===== config.mk =====
export PLATFORM = sky130hd
export DESIGN_NAME = booth_mult_seq
export DESIGN_NICKNAME = d
export VERILOG_FILES = /design/src/rtl/booth_mult_seq.sv
export SDC_FILE = /design/constraint.sdc
export NUM_CORES = 1
export LEC_CHECK = 0
export ABC_AREA = 0
export BUFFER_PORTS_ARGS = -buffer_cell sky130_fd_sc_hd__buf_2
export CORE_ASPECT_RATIO = 1.1
export CORE_MARGIN = 3
export CORE_UTILIZATION = 40
export CTS_CLUSTER_SIZE = 30
export DETAILED_ROUTE_END_ITERATION = 12
export GPL_ROUTABILITY_DRIVEN = 0
export MAX_ROUTING_LAYER = met4
export SYNTH_ARGS = -nofsm -noshare
export SYNTH_HDL_FRONTEND = slang
export SYNTH_SLANG_ARGS = --single-unit

===== constraint.sdc =====
create_clock -name clk -period 6.5 [get_ports clk]
set_clock_uncertainty 0.2 [all_clocks]
set_input_delay 0.325 -clock clk [delete_from_list [all_inputs] [get_ports clk]]
set_output_delay 0.325 -clock clk [all_outputs]
set_load 0.05 [all_outputs]

===== src/rtl/booth_mult_seq.sv =====
// Sequential radix-4 (modified) Booth multiplier.
// One Booth digit is retired per clock. Signed and unsigned operation is
// selectable per request. The full 2*WIDTH-bit product is presented as hi/lo.
//
// Handshake: start is sampled on a rising edge only while busy=0 (IDLE or
// DONE state). A sampled start latches is_signed and both operands.
// busy stays high for the N iteration cycles. done is a one-cycle pulse that
// is registered together with hi/lo, so hi/lo are valid whenever done=1.
// hi/lo then hold that value until the next done.
module booth_mult_seq #(
  parameter int WIDTH = 32,
  parameter int CNT_W = $clog2(WIDTH / 2 + 2)
) (
  input  logic             clk,
  input  logic             clr,
  input  logic             start,
  input  logic             is_signed,
  input  logic [WIDTH-1:0] multiplicand,
  input  logic [WIDTH-1:0] multiplier,
  output logic             busy,
  output logic             done,
  output logic [WIDTH-1:0] hi,
  output logic [WIDTH-1:0] lo,
  output logic [1:0]       state_dbg
);

  // Operands are widened by two bits so that unsigned values stay positive.
  // This also makes the number of Booth digits a whole number.
  localparam int EW = WIDTH + 2;
  // The accumulator carries guard bits so that +/-2M cannot overflow.
  localparam int AW = WIDTH + 4;
  localparam int PW = AW + EW;
  localparam logic [CNT_W-1:0] NDIG = CNT_W'((WIDTH + 2) / 2);

  typedef enum logic [1:0] {
    IDLE = 2'd0,
    CALC = 2'd1,
    DONE = 2'd2
  } state_t;

  state_t           state;
  state_t           state_nxt;
  logic             load;
  logic             step;
  logic [CNT_W-1:0] count;
  logic [AW-1:0]    acc;
  logic [AW-1:0]    mcand;
  logic [EW-1:0]    q;
  logic             q_m1;

  logic [AW-1:0]    m_ext;
  logic [EW-1:0]    q_ext;
  logic [AW-1:0]    pp;
  logic [AW-1:0]    sum;
  logic [AW-1:0]    acc_nxt;
  logic [EW-1:0]    q_nxt;
  logic [PW-1:0]    prod;
  logic             prod_unused;

  assign state_dbg = state;

  // State register. Reset is asynchronous and returns the FSM to IDLE.
  always_ff @(posedge clk or negedge clr) begin
    if (!clr) state <= IDLE;
    else      state <= state_nxt;
  end

  // Next-state logic, load/step enables and busy.
  always_comb begin
    state_nxt = state;
    load      = 1'b0;
    step      = 1'b0;
    busy      = 1'b0;
    unique case (state)
      IDLE: begin
        if (start) begin
          load      = 1'b1;
          state_nxt = CALC;
        end
      end
      CALC: begin
        busy = 1'b1;
        step = 1'b1;
        if (count == CNT_W'(1)) state_nxt = DONE;
      end
      DONE: begin
        // hi/lo are captured on the edge that ends this cycle.
        // A start sampled on that same edge begins the next operation.
        if (start) begin
          load      = 1'b1;
          state_nxt = CALC;
        end else begin
          state_nxt = IDLE;
        end
      end
      default: state_nxt = IDLE;
    endcase
  end

  // Operand extension. Sign bits are used only in signed mode.
  always_comb begin
    m_ext = {{4{is_signed & multiplicand[WIDTH-1]}}, multiplicand};
    q_ext = {{2{is_signed & multiplier[WIDTH-1]}}, multiplier};
  end

  // Booth recoding of {q[1], q[0], q[-1]}, accumulate, then a 2-bit arithmetic shift.
  always_comb begin
    pp = '0;
    unique case ({q[1:0], q_m1})
      3'b000, 3'b111: pp = '0;
      3'b001, 3'b010: pp = mcand;
      3'b011:         pp = mcand << 1;
      3'b100:         pp = -(mcand << 1);
      3'b101, 3'b110: pp = -mcand;
      default:        pp = '0;
    endcase
    sum     = acc + pp;
    acc_nxt = {{2{sum[AW-1]}}, sum[AW-1:2]};
    q_nxt   = {sum[1:0], q[EW-1:2]};
  end

  // Iteration datapath: latch operands on load, retire one digit per step.
  always_ff @(posedge clk or negedge clr) begin
    if (!clr) begin
      acc   <= '0;
      mcand <= '0;
      q     <= '0;
      q_m1  <= 1'b0;
      count <= '0;
    end else if (load) begin
      acc   <= '0;
      mcand <= m_ext;
      q     <= q_ext;
      q_m1  <= 1'b0;
      count <= NDIG;
    end else if (step) begin
      acc   <= acc_nxt;
      q     <= q_nxt;
      q_m1  <= q[1];
      count <= count - CNT_W'(1);
    end
  end

  // After N double-shifts, q holds the low product bits and acc holds the rest.
  assign prod        = {acc, q};
  assign prod_unused = ^prod[PW-1:2*WIDTH];

  // Result registers and done pulse. Both are updated on the edge that leaves DONE.
  always_ff @(posedge clk or negedge clr) begin
    if (!clr) begin
      done <= 1'b0;
      hi   <= '0;
      lo   <= '0;
    end else begin
      done <= (state == DONE);
      if (state == DONE) begin
        hi <= prod[2*WIDTH-1:WIDTH];
        lo <= prod[WIDTH-1:0];
      end
    end
  end

endmodule


After elaboration in Yosys (flattened, before gate mapping). Cells that the tools add are included.

Bits in registers: 176. Latch bits: 0. Memory bits (writable): 0. Memory bits (read-only): 0. Input port bits: 68. Output and inout bits: 68. Logic and storage cells: 51. Memories: 0.

Add/sub/neg operators: 4. Multiply operators: 0. Divide/modulo/power cells: 0. Magnitude comparators: 0. Equality and inequality tests: 12. Shifts and indexed selects: 0. Mux-type cells: 16. Bitwise logic cells: 2. Reductions and logical operators: 8.

Operators by type and width (number): $pmux 36 s5 (1); $mux 36 (2); $neg 36->36 (2); $mux 34 (2); $add 36x36->36 (1); $eq 3x3->1 const B (4); $mux 5 (2); $reduce_or 2->1 (4); $eq 3x2->1 const B (2); $mux 1 (6); $pmux 2 s3 (1); $eq 5x1->1 const B (1); $sub 5x1->5 const B (1); $mux 2 (2); $ne 2x2->1 const B (2); $eq 3x1->1 const B (1); $logic_not 3->1 (1); $and 1x1->1 (2); $eq 2x1->1 const B (1); $eq 2x2->1 const B (1); $logic_not 2->1 (1); $reduce_and 2->1 (1); $reduce_bool 2->1 (1).

Logic depth before layout (Yosys ltp). Gate-level depths: netlist of run 1.

Depth after elaboration: 6. Depth in mapped cells: 21. Mapped depth without buffers: 19.

Worst setup path after synthesis of run 1. Ideal clock, no wire load.

Path type: reg-to-reg. Start point: register mcand[0]. End point: register acc[30]. Setup time: 133 ps. Arrival time: 4822 ps. Data required time: 6167 ps. Path slack: 1345 ps. Cell stages (with the launch flop): 22. Path buffers: 2. Period minus slack after synthesis: 5155 ps. Cells stage by stage: dfrtp_1 > inv_1 > ha_1 > nor3b_1 > nand2_1 > or3_2 > clkbuf_1 > or3_1 > xnor2_1 > o211ai_1 > nor3b_1 > a21o_1 > ha_1 > clkbuf_1 > nand2_1 > o21ai_0 > nor3_1 > a211oi_1 > a211oi_1 > o41ai_1 > xnor2_1 > o21ai_0.

Word-level cells in the longest chain between the ends: 5. Elaborated cells between the ends (all ways): 6. Those cells by class: add/sub: 3; mux: 3.

Ends and longest elaborated chain: start: declaration (line 47) `logic [AW-1:0] mcand;`; start signal: assignment (line 132) `mcand <= m_ext;`; $neg 36->36, on equally long branches (line 114, 113); $pmux 36 s5 (*) (line 109) `unique case ({q[1:0], q_m1})`; $add 36x36->36 (*) (line 117) `sum = acc + pp;`; $mux 36 (*) (line 136) `end else if (step) begin`; $mux 36 (*) (line 130) `end else if (load) begin`; end signal: assignment (line 137) `acc <= acc_nxt;`; end: declaration (line 46) `logic [AW-1:0] acc;`.

Every way passes the cells marked *; elsewhere a longest branch is shown, timed or not. The select of a mux whose other input is x is not followed. A chain may end at the register's enable or synchronous reset.

Final worst setup path of run 1. Ends and elaborated chain as after synthesis.

==> impl_results.md, run 1 <==
- Critical path arrival: roughly 5.8 ns
- Cells on worst reg2reg path: 19
- Top Ports: ~140
- Area of the mapped netlist: 0.01077 mm^2
- Count of final setup violators: 0
- Area growth syn-to-layout: 19.91%
- Post-DP HPWL: between 20,000 and 25,000 um
- Syn_area_per_cell: 8.009 um^2
- Pre-antenna DRT Iters: 5
- RSZ-0062 raised after global routing: false
- Post-synth EDFFs: 0
- Levels on crit path: 19
- Deepest clock path buffer count: 2
- Clk_lat worst skew: 0.45 ns
- Crit path time final: 5.702 ns
- Row cnt: 62
- FMAX: between 150 and 200 MHz
- Total wire length: ~32,000 um
- Pin count of the biggest net entering global routing: between 100 and 150
- Sequential fraction of the synthesis area: 0.4042
- Crit-path most repeated cell: o21ai_0
- Avg Vias per Cell: 5.464
- Share of layout cells above drive strength 1: 0.1375
- Syn_nets: 1,452
- Final worst path period share: 0.8773
- Fraction of registers with async set/reset: 1.000
- Clk sinks: about 170
- Final Hold Vio Count: 0
- First-pass GRT wire length: 51,370 um
- Worst-path maximum fanout: 8
- Distinct cells, synth: 77
- Status: finished, final reports clean
- TNS Setup: 0 ns
- Avg WL per Cell: 17.00 um
- Port-buffer cells: roughly 140
- Pins Over Slew Limit: 0
- Die area: 0.02894 mm^2
- GRT Total Usage: 0.2263
- CP endpoint kind: flop
- WS Path Type: flop to flop
- CP cell instances: inv_1, ha_1, nor3b_1, nand2_1, or3_2, or3_1, xnor2_1, o21ai_0, a32o_1, o21a_1, ha_1, nand2_1, o21ai_0, nor3_1, a211oi_2, a211oi_1, o41ai_1, xnor2_1, o21ai_0
- DR DRC count: 0
- Num CTS Buffers: 17
- Worst Hold Path Cells: 3
- Most frequent cells in the layout: 453 x nand2_1, 173 x dfrtp_1, 134 x buf_2
- Nets: 1,600
- Max-slew headroom: 0.2568
- Crit-path leading delay family: simple AND/OR/NAND/NOR gates
- Most used flip-flop cell after synthesis: dfrtp_1
- Fillers: between 2,000 and 3,000
- Grt ovf: 0
- Setup bufs post-CTS: 0
- Initial antenna violation count: 0
- CTS Root Cell: clkbuf_16
- Mapped Cells: ~1,300
- Clk slew on worst S/H paths: 0.07 ns
- Die Ht: roughly 180 um
- CP required: approximately 6.6 ns
- Syn. warnings: 0
- Starting density of the core: 0.4096
- Worst-Margin Slew: between 1 and 1.5 ns
- Critical path's largest stage delay: 0.61 ns
- Inserted Diodes: 0
- Min-delay worst type: primary input to flop
- Number of global-route vias before repair: between 9,000 and 10,000
- Die span in x: approximately 160 um
- CORE AREA: 0.02630 mm^2
- CP Launch Type: flop
- WP buf/inv: 1
- Initial DRC Count: around 660
- Max-cap violation count: 0
- Hold slack final: between 0.1 and 0.15 ns
- CTS tree: yes
- ANT nets after route: 0
- H-tree depth: 4
- Routed via count: 10,150
- FF+latch count, synth: approximately 170
- CP max-delay cell: or3_2
- Commonest non-fill, non-tap cell in the layout: nand2_1
[area by class of cell]
type	count	area [um^2]	area share
multi-input combinational	1066	5996	0.4642
sequential	174	4355	0.3372
timing repair buffer	215	1448	0.1121
tap	352	440.4	0.03410
clock buffer	18	429.2	0.03323
clock inverter	14	176.4	0.01366
inverter	19	71.32	0.005522
[cell families after synthesis]
logic type / synth area share
fa+ha+maj: 0.04600
mux: 0.01440
buf+inv: 0.04147
xor+xnor: 0.05041
flops: 0.4042
compound gates: 0.1948
simple gates: 0.2487
[worst min-delay path: stages]
cell	delay, ns
buf_2	0.11
nand2b_2	0.17
nand2_1	0.10
[cell usage after synthesis, types with 4 or more instances]
master	instances	area, um^2
and3_1	4	25.02
nor3_1	13	65.06
a21boi_0	5	37.54
nand2b_1	13	81.33
mux2i_1	11	110.1
a32oi_1	4	35.03
o22ai_1	5	31.28
nand2_1	453	1700
a22o_1	4	35.03
a221oi_1	8	70.07
buf_1	9	33.78
o21a_1	5	37.54
a211o_1	4	35.03
xor2_1	25	219.0
nand4_1	6	37.54
a211oi_1	7	52.55
o211ai_1	4	30.03
dfrtp_1	174	4354
o31ai_1	7	52.55
nand3_1	20	100.1
a21oi_1	67	335.3
mux2_2	4	45.04
nor2b_1	10	62.56
ha_1	38	475.5
or3_1	16	100.1
o21bai_1	4	30.03
or2_2	5	31.28
nor4_1	5	31.28
clkbuf_1	68	255.2
nor3b_1	4	30.03
a22oi_1	28	210.2
a31oi_1	22	137.6
a21o_1	17	127.6
xnor2_1	37	324.1
o21ai_0	102	510.5
and2_1	10	62.56
inv_1	19	71.32
nor2_1	45	168.9
[sequential cells by signal, indices dropped and copies added (netlist names)]
signal / cells
acc: 34
count: 5
done: 1
hi: 32
lo: 32
mcand: 33
q: 34
q_m1: 1
state_dbg: 2
[what timing repair did]
action / CTS / global route
endpoints found under the hold margin: 175 / 0
hold buffers: 66 / 0
gates resized for setup: 0 / 1
setup endpoints to repair: 0 / 1
[metal layers]
metal,up-vias,GRT usage,routed length [um]
met4,0,0.07856,772
met5,-,-,0
met2,291,0.3655,15210
met1,4878,0.2843,13910
li1,4944,-,-
met3,39,0.04575,1696
[final timing paths]
check,startpoint,slack [ns],to
worst max register to register,mcand[0],0.80,acc[30]
worst min register to register,hi[13],0.27,hi[13]
max in group asynchronous,clr,4.17,q[1]
worst max-delay path,mcand[0],0.80,acc[30]
worst min-delay path,start,0.10,count[4]
min in group asynchronous,clr,0.39,hi[18]
[through the flow]
step / cells / utilization / instance area (um^2) / setup slack [ns]
after floorplan: 1345 / - / 10770 / 1.345
after global placement: 1760 / 0.4428 / 11640 / 0.8751
after detailed placement: 1760 / 0.4428 / 11640 / 0.7105
after CTS: 1858 / 0.4910 / 12910 / 0.6709
after global routing: 1858 / 0.4912 / 12920 / 0.2264
final: 1858 / 0.4912 / 12920 / 0.7977
Power of run 1 is left out: the tool's default activity adds up to more than one toggle a clock period on the data nets, which glitch-free logic cannot reach.
==> run 2, diff against run 1 <==
--- a/config.mk
+++ b/config.mk
@@ -9,11 +9,11 @@
 export BUFFER_PORTS_ARGS = -buffer_cell sky130_fd_sc_hd__buf_2
 export CORE_ASPECT_RATIO = 1.1
 export CORE_MARGIN = 3
-export CORE_UTILIZATION = 40
+export CORE_UTILIZATION = 59
 export CTS_CLUSTER_SIZE = 30
 export DETAILED_ROUTE_END_ITERATION = 12
 export GPL_ROUTABILITY_DRIVEN = 0
-export MAX_ROUTING_LAYER = met4
+export PLACE_DENSITY = 0.81
 export SYNTH_ARGS = -nofsm -noshare
 export SYNTH_HDL_FRONTEND = slang
 export SYNTH_SLANG_ARGS = --single-unit
==> impl_results.md, run 2 (synthesis results as in run 1) <==
- WS Path Type: flop to flop
- Critical path arrival: slightly above 6 ns
- Die Ht: ~150 um
- Routed via count: 10,460
- RSZ-0062 raised after global routing: false
- Pin count of the biggest net entering global routing: 65
- Worst-Margin Slew: between 1 and 1.5 ns
- CP Launch Type: flop
- Clk_lat worst skew: approximately 0.44 ns
- Commonest non-fill, non-tap cell in the layout: nand2_1
- Share of layout cells above drive strength 1: 0.1368
- Pre-antenna DRT Iters: 5
- CTS Root Cell: clkbuf_16
- GRT Total Usage: 0.3024
- Post-DP HPWL: between 15,000 and 20,000 um
- Worst-path maximum fanout: 8
- Reg-to-reg startpoint: mcand[0]
- Crit path time final: slightly above 6 ns
- TNS Setup: 0 ns
- Biggest regs: acc: 34 flops, q: 34 flops, mcand: 33 flops
- Placed cell count: 1,645
- CORE AREA: roughly 0.018 mm^2
- Area growth syn-to-layout: 18.34%
- Starting density of the core: 0.6050
- Port-buffer cells: 135
- ANT nets after route: 0
- Cells on worst reg2reg path: 19
- Clk slew on worst S/H paths: 0.07 ns
- Nets: between 1,500 and 2,000
- Die area: ~0.02 mm^2
- Final Hold Vio Count: 0
- Clk sinks: 174
- CP required: about 6.6 ns
- CTS resizes: 0
- Row cnt: 51
- DR DRC count: 0
- Max-cap violation count: 0
- Final worst path period share: 0.9328
- Deepest clock path buffer count: 2
- Top Ports: 136
- FMAX: around 160 MHz
- First-pass GRT wire length: ~49,000 um
- Initial antenna violation count: 0
- Max-slew headroom: 0.2203
- Die span in x: 134.8 um
- Avg WL per Cell: ~17 um
- CP Launch Point: mcand[0]
- Finished Layout Cells: around 1,700
- Avg Vias per Cell: between 5 and 6
- Count of final setup violators: 0
- Inserted Diodes: 0
- Grt ovf: 0
- Hold slack final: between 0.2 and 0.25 ns
- CTS tree: yes
- Most frequent cells in the layout: 453 x nand2_1, 173 x dfrtp_1, 134 x buf_2
- Number of global-route vias before repair: slightly below 10,000
- Min-delay worst type: primary input to asynchronous set/reset pin
- Total wire length: approximately 30,000 um
- Status: finished, final reports clean
- Initial DRC Count: approximately 1,100
- Num CTS Buffers: 17
- CP endpoint kind: flop
- Pins Over Slew Limit: 0
- H-tree depth: 4
-- run 2: metrics by stage --
stage / setup WS (ns) / area [um^2] / util
after CTS: 0.5438 / 12750 / 0.7160
after detailed placement: 0.6882 / 11490 / 0.6457
after global placement: 0.9501 / 11490 / 0.6457
after floorplan: 1.345 / 10770 / -
final: 0.4369 / 12750 / 0.7160
after global routing: 0.01299 / 12750 / 0.7160
-- run 2: metal layers --
layer / track usage / vias up / part of all wire
met5: 0 / - / 0
met4: 0.1395 / 0 / 0.042
met3: 0.05037 / 90 / 0.071
met2: 0.5040 / 476 / 0.48
met1: 0.3862 / 4945 / 0.40
li1: - / 4945 / -
-- run 2: worst max-delay path, stage by stage, from the launching register on --
cell and delay [ns]:
dfrtp_1 0.43, inv_1 0.13, ha_1 0.23, nor3b_1 0.45
nand2_1 0.30, or3_2 0.61, or3_1 0.37, xnor2_1 0.19
o21ai_0 0.10, a32o_1 0.22, o21a_1 0.17, ha_1 0.39
nand2_1 0.10, o21ai_0 0.32, nor3_1 0.10, a211oi_1 0.66
a211oi_1 0.17, o41ai_1 0.51, xnor2_1 0.17, o21ai_0 0.09
-- run 2: what timing repair did --
action / CTS / global route
setup endpoints to repair: 0 / 0
buffers inserted: 0 / 0
hold endpoints to repair: 127 / 0
hold buffers: 67 / 0
-- run 2: final timing paths --
kind	endpoint	slack [ns]
min reg2reg	hi[12]	0.27
min in group clk	hi[12]	0.27
max	acc[30]	0.44
min	acc[3]	0.23
max in group asynchronous	mcand[20]	4.66
max reg2reg	acc[30]	0.44
-- run 2: layout make-up --
class,count,area (um^2)
sequential,174,4355
inverter,19,71.32
clock buffer,18,439.2
timing repair buffer,215,1450
fill,1402,5056
multi-input combinational,1066,5991
clock inverter,14,142.6
tap,238,297.8
Power of run 2 is left out for the same reason.
